## src/rtl/mem_access_pkg.sv

```systemverilog
// mem_access_pkg: shared definitions for the memory-access stage.
// Holds widths, the FSM state encoding, load size codes and a lane counter.
package mem_access_pkg;

    localparam int XLEN    = 64;
    localparam int REG_BUS = 5;

    typedef enum logic [1:0] {
        MEM_IDLE = 2'd0,
        MEM_REQ  = 2'd1,
        MEM_WAIT = 2'd2,
        MEM_DONE = 2'd3
    } mem_state_e;

    localparam logic [3:0] SZ_B = 4'd1;
    localparam logic [3:0] SZ_H = 4'd2;
    localparam logic [3:0] SZ_W = 4'd4;
    localparam logic [3:0] SZ_D = 4'd8;

    // Number of enabled byte lanes; the access size in bytes.
    function automatic logic [3:0] be_count(input logic [7:0] be);
        logic [3:0] n;
        n = 4'd0;
        for (int i = 0; i < 8; i++) begin
            n = n + {3'b000, be[i]};
        end
        return n;
    endfunction

endpackage

```

## src/rtl/mem_access_load_align.sv

```systemverilog
// load_align: shifts the captured bus word down to the addressed lane,
// decodes size from the lane mask and zero/sign-extends to XLEN.
// Ports: i_ld_buf, i_offset (addr[2:0]), i_byte_enable, i_ext_un -> o_data.
module load_align
    import mem_access_pkg::*;
(
    input  logic [XLEN-1:0] i_ld_buf,
    input  logic [2:0]      i_offset,
    input  logic [7:0]      i_byte_enable,
    input  logic            i_ext_un,
    output logic [XLEN-1:0] o_data
);

    logic [XLEN-1:0] w_sh;
    logic [3:0]      w_size;

    assign w_sh   = i_ld_buf >> {i_offset, 3'b000};
    assign w_size = be_count(i_byte_enable);

    always_comb begin
        o_data = '0;
        case (w_size)
            SZ_B: o_data = i_ext_un ? {{(XLEN-8){1'b0}}, w_sh[7:0]}
                                    : {{(XLEN-8){w_sh[7]}}, w_sh[7:0]};
            SZ_H: o_data = i_ext_un ? {{(XLEN-16){1'b0}}, w_sh[15:0]}
                                    : {{(XLEN-16){w_sh[15]}}, w_sh[15:0]};
            SZ_W: o_data = i_ext_un ? {{(XLEN-32){1'b0}}, w_sh[31:0]}
                                    : {{(XLEN-32){w_sh[31]}}, w_sh[31:0]};
            SZ_D: o_data = w_sh;
            // Non power-of-two lane masks are malformed; return zero.
            default: o_data = '0;
        endcase
    end

endmodule

```

## src/rtl/mem_access.sv

```systemverilog
// mem_access: memory stage; runs a req/gnt/rvalid data-bus transaction for
// loads/stores, stalls upstream until done, and drives the write-back triple.
// Ports: EX/ME inputs, dbus_* request/response, stall_req, wb_* to ME/WB.
module mem_access
    import mem_access_pkg::*;
(
    input  logic               clk,
    input  logic               rst,
    input  logic               in_valid,
    input  logic               mem_rena,
    input  logic               mem_wena,
    input  logic               mem_ext_un,
    input  logic               mem_to_reg,
    input  logic [7:0]         byte_enable,
    input  logic [XLEN-1:0]    alu_result,
    input  logic [XLEN-1:0]    rs2_data,
    input  logic               rd_wena,
    input  logic [REG_BUS-1:0] rd_waddr,
    output logic               dbus_req,
    output logic               dbus_we,
    output logic [XLEN-1:0]    dbus_addr,
    output logic [XLEN-1:0]    dbus_wdata,
    output logic [7:0]         dbus_wstrb,
    input  logic               dbus_gnt,
    input  logic               dbus_rvalid,
    input  logic [XLEN-1:0]    dbus_rdata,
    output logic               stall_req,
    output logic               wb_valid,
    output logic               wb_rd_wena,
    output logic [REG_BUS-1:0] wb_rd_waddr,
    output logic [XLEN-1:0]    wb_rd_wdata
);

    mem_state_e      r_state;
    mem_state_e      w_next;
    logic [XLEN-1:0] r_ld_buf;
    logic            w_access;
    logic            w_is_load;
    logic            w_be_any;
    logic            w_stall;
    logic            w_req;
    logic [XLEN-1:0] w_aligned;

    assign w_be_any  = (byte_enable != 8'h00);
    assign w_access  = in_valid & (mem_rena | mem_wena) & w_be_any;
    // Load and store both set means store: no data comes back.
    assign w_is_load = mem_rena & ~mem_wena;

    always_ff @(posedge clk) begin
        if (rst) begin
            r_state  <= MEM_IDLE;
            r_ld_buf <= '0;
        end else begin
            r_state <= w_next;
            if (r_state == MEM_WAIT && dbus_rvalid && w_is_load) begin
                r_ld_buf <= dbus_rdata;
            end
        end
    end

    always_comb begin
        w_next  = r_state;
        w_stall = 1'b0;
        w_req   = 1'b0;
        case (r_state)
            MEM_IDLE: begin
                w_stall = w_access;
                if (w_access) begin
                    w_next = MEM_REQ;
                end
            end
            MEM_REQ: begin
                w_stall = 1'b1;
                w_req   = 1'b1;
                if (dbus_gnt) begin
                    w_next = MEM_WAIT;
                end
            end
            MEM_WAIT: begin
                w_stall = 1'b1;
                if (dbus_rvalid) begin
                    w_next = MEM_DONE;
                end
            end
            MEM_DONE: begin
                w_next = MEM_IDLE;
            end
            default: begin
                w_next = MEM_IDLE;
            end
        endcase
    end

    load_align u_load_align (
        .i_ld_buf      (r_ld_buf),
        .i_offset      (alu_result[2:0]),
        .i_byte_enable (byte_enable),
        .i_ext_un      (mem_ext_un),
        .o_data        (w_aligned)
    );

    assign dbus_req   = w_req & ~rst;
    assign dbus_we    = mem_wena;
    assign dbus_addr  = {alu_result[XLEN-1:3], 3'b000};
    assign dbus_wdata = rs2_data << {alu_result[2:0], 3'b000};
    assign dbus_wstrb = mem_wena ? byte_enable : 8'h00;

    assign stall_req   = w_stall & ~rst;
    assign wb_valid    = in_valid & ~stall_req & ~rst;
    assign wb_rd_wena  = rd_wena & wb_valid;
    assign wb_rd_waddr = rd_waddr;
    assign wb_rd_wdata = (mem_to_reg & w_is_load & w_be_any) ? w_aligned
                                                             : alu_result;

endmodule

```

## config.mk

```make
export PLATFORM = sky130hd
export DESIGN_NAME = mem_access
export DESIGN_NICKNAME = d
export VERILOG_FILES = /design/src/rtl/mem_access_pkg.sv /design/src/rtl/mem_access_load_align.sv /design/src/rtl/mem_access.sv
export SDC_FILE = /design/constraint.sdc
export NUM_CORES = 1
export LEC_CHECK = 0
export BUFFER_PORTS_ARGS = -buffer_cell sky130_fd_sc_hd__buf_2
export CAP_MARGIN = 20
export CORE_AREA = 2 2 167 169
export CTS_CLUSTER_SIZE = 12
export DETAILED_ROUTE_END_ITERATION = 16
export DIE_AREA = 0 0 169 171
export PLACE_DENSITY = 0.6
export SETUP_SLACK_MARGIN = 0.5
export SLEW_MARGIN = 30
export SYNTH_ARGS = -nofsm -noshare
export SYNTH_HDL_FRONTEND = slang
export SYNTH_SLANG_ARGS = --single-unit
```

## constraint.sdc

```tcl
create_clock -name clk -period 8.6 [get_ports clk]
set_clock_uncertainty 0.2 [all_clocks]
set_input_delay 1.72 -clock clk [delete_from_list [all_inputs] [get_ports clk]]
set_output_delay 1.72 -clock clk [all_outputs]
set_load 0.005 [all_outputs]
```

==> results.txt <==
YS warnings - 0
filler cell count - 3013
clock buffer depth - 2
setup TNS - 0 ps
max-cap violation count - 0
die width - 169 um
vias in the first global route - 8438
Buf/Inv on CP - 5
Worst Tran Pin Value - 848 ps
total track usage - 24.4%
beginning of the worst hold path - r_ld_buf[5]
slowest stage cell, crit path - fa_1
Top FF cell, synth - dfxtp_1
#FFs+latches synth - 66
Peak supply drop - 88.2 uV
Final WS setup - 727 ps
Static Leak - 4.36 nW
share of cells above drive strength 1 - 38.5%
Seq. cell area - 0.00132 sq mm
Worst Hold Endpoint - r_ld_buf[5]
Max-slew headroom - 41.9%
Fin Hold WS - 260 ps
CP Cell Sequence - buf_2 > inv_1 > ha_1 > inv_1 > fa_1 > fa_1 > fa_1 > fa_1 > nand2_1 > o32a_2 > and2_2 > buf_12 > a211oi_2 > buf_2
Syn Area/Cell - 7.02 sq um
DR vias - 9093
post-synthesis cell type count - 57
final wirelength - 37100 um
initial antenna violation count - 2
Starting DRT DRC Count - 644
Initial Utilization - 28.1%
Final Total Pwr - 1.27 mW
pre-CTS setup slack - 648 ps
global-route wire length before repair - 52900 um
Root Buffer - clkbuf_16
Worst Hold Class - register to register
R2R Path End - r_ld_buf[29]
Port Buffers - 411
# setup viols final - 0
Multi-input gate area - 0.00538 sq mm
CP startpoint kind - input pin
Crit path top cell by count - fa_1
Mapped Area - 0.00767 sq mm
synthesized instance count - 1093
Die ar. - 0.0289 sq mm
routed length per placed instance - 21.5 um
RR Startpoint - r_state[0]
Seq/Total Area, Yosys - 17.2%
post-synthesis async set-or-reset flop share - 0%
FMAX - 0.127 GHz
hold_buf cts - 0
minimum clock period - 7870 ps
count of final hold-check violations - 0
GPL Wtd Cong - 0.947
Final period util - 91.6%
hold-critical path depth - 2
DR vias/cell - 5.26
Detailed Place HPWL - 29500 um
crit path max fanout - 43
largest area contributor in the netlist - dfxtp_1
CORE AREA - 0.0273 sq mm
worst r2r path cells - 5
CTS tree - done
die height - 171 um
crit path kind - input pin to output pin
Remaining Overflow, GRT - 0
Area Growth Syn to Fin - 27.4%
element type at the critical path end - output pin
largest net degree at the start of global routing - 72
top cells by area, synth - dfxtp_1 (17%), mux2i_1 (12%), nand2_1 (10%), buf_4 (6.9%), a211oi_2 (6.5%)
DRC - 0
H-tree depth - 3
Reg2Reg Setup Slack - 6580 ps
CP delay by family, top - adder cells
IO Pins - 425
status - completed
Critical Path RT - 6680 ps
PD cells - 130 mW/mm^2
post-route ant nets - 0
RSZ-0062 raised after global routing - false
Reg clk slew, reported paths - 50 ps
crit-path max cell delay - 650 ps
EDFF count, synth - 0
fin nets - 1604
max-slew violations - 0
row cnt - 61
Worst Path Arrival - 5950 ps
cts bufs inserted - 9
Num Clock Sinks - 66
Clock Latency Late Sink - 330 ps
drt pass-1 iters - 5
post-synth top area share - 17.2%
==> final cells by class <==
class                           count  area share, %
Antenna cell                        1         0.0256
Timing Repair Buffer              433           23.0
Clock inverter                      4          0.512
Tap cell                          346           4.43
Inverter                           22          0.845
Multi-Input combinational cell    844           55.0
Sequential cell                    66           13.5
Clock buffer                       12           2.62
==> Yosys cell counts, types with 17 or more instances <==
cell,count
nor2b_1,17
and2_1,22
nor2_1,128
o21ai_0,38
clkbuf_1,61
mux2i_1,90
nand3_1,23
a21oi_1,95
nand2_1,212
mux2_2,26
dfxtp_1,66
buf_2,20
a211oi_2,40
nand2b_1,17
buf_4,70
inv_1,22
a211oi_1,22
==> tightest hold or removal path: cells and delay by family (launching register included) <==
family,cells,cell delay (ps)
flip-flops,1,300
AND/OR/NAND/NOR,1,50
AO/OA/AOI/OAI,1,60
==> metrics by stage <==
step,instances,cell area [sq um],util (%)
floorplan,1095,7680,-
global placement,1709,9420,34.5
detailed placement,1709,9420,34.5
CTS,1725,9730,35.6
global route,1728,9770,35.8
finish,1728,9770,35.8
==> how the worst max path moves through the flow <==
stage / endpoint / startpoint / depth (start not counted) / slack (ps)
finish: wb_rd_wdata[54] / byte_enable[0] / 14 / 730
global route: wb_rd_wdata[19] / byte_enable[0] / 15 / 500
CTS: wb_rd_wdata[17] / byte_enable[0] / 15 / 650
detailed placement: wb_rd_wdata[54] / byte_enable[0] / 15 / 650
global placement: wb_rd_wdata[17] / byte_enable[0] / 15 / 680
floorplan: wb_rd_wdata[57] / byte_enable[0] / 12 / 1300
==> per-layer routing <==
metal	vias up	global-route usage, %	share of wire, %
met5	-	0	0.035
met4	2	9.51	3.7
met3	67	3.15	6.7
met2	453	42.5	49
met1	4263	30.5	41
li1	4308	-	-
==> report_power, final <==
group | internal (mW) | switching (mW)
registers | 0.319 | 0.0142
logic | 0.231 | 0.329
clock network | 0.240 | 0.136
total | 0.790 | 0.480
==> state kept, by name (all words and copies together), names as in the netlist <==
register	cells
r_state	2
r_ld_buf	64
==> layout by cell type, fill, tap and decap left out, drive strengths merged, types with 4 or more instances in the layout <==
master / n
fa: 4
nand2b: 17
dfxtp: 66
clkbuf: 12
o221a: 9
a211oi: 62
o22ai: 8
o2bb2ai: 16
nor3: 7
nand2: 212
o211ai: 8
and2: 22
nor2: 128
o31ai: 8
inv: 22
ha: 9
nor2b: 17
buf: 433
mux2: 26
o32ai: 8
a21oi: 95
a31oi: 8
mux2i: 90
nor4: 4
o21ai: 38
nand3: 23
==> repair_timing <==
action	in CTS	in global routing
setup endpoints to repair	0	31
buffers inserted	0	2
gates resized for setup	0	4
==> cells by family (layout without fill, tap and decap cells) <==
logic type | count (synthesis) | after routing | synth area share, %
AOI/OAI and AO/OA | 273 | 273 | 26.2
DFF | 66 | 66 | 17.2
adders and majority gates | 13 | 13 | 2.51
other | 1 | 4 | 0.0489
and+or+nand+nor | 437 | 437 | 24.7
xor gates and xnor gates | 1 | 1 | 0.114
buffers and inverters | 185 | 471 | 13.3
muxes | 117 | 117 | 15.9
(Power assumes the default switching activity.)
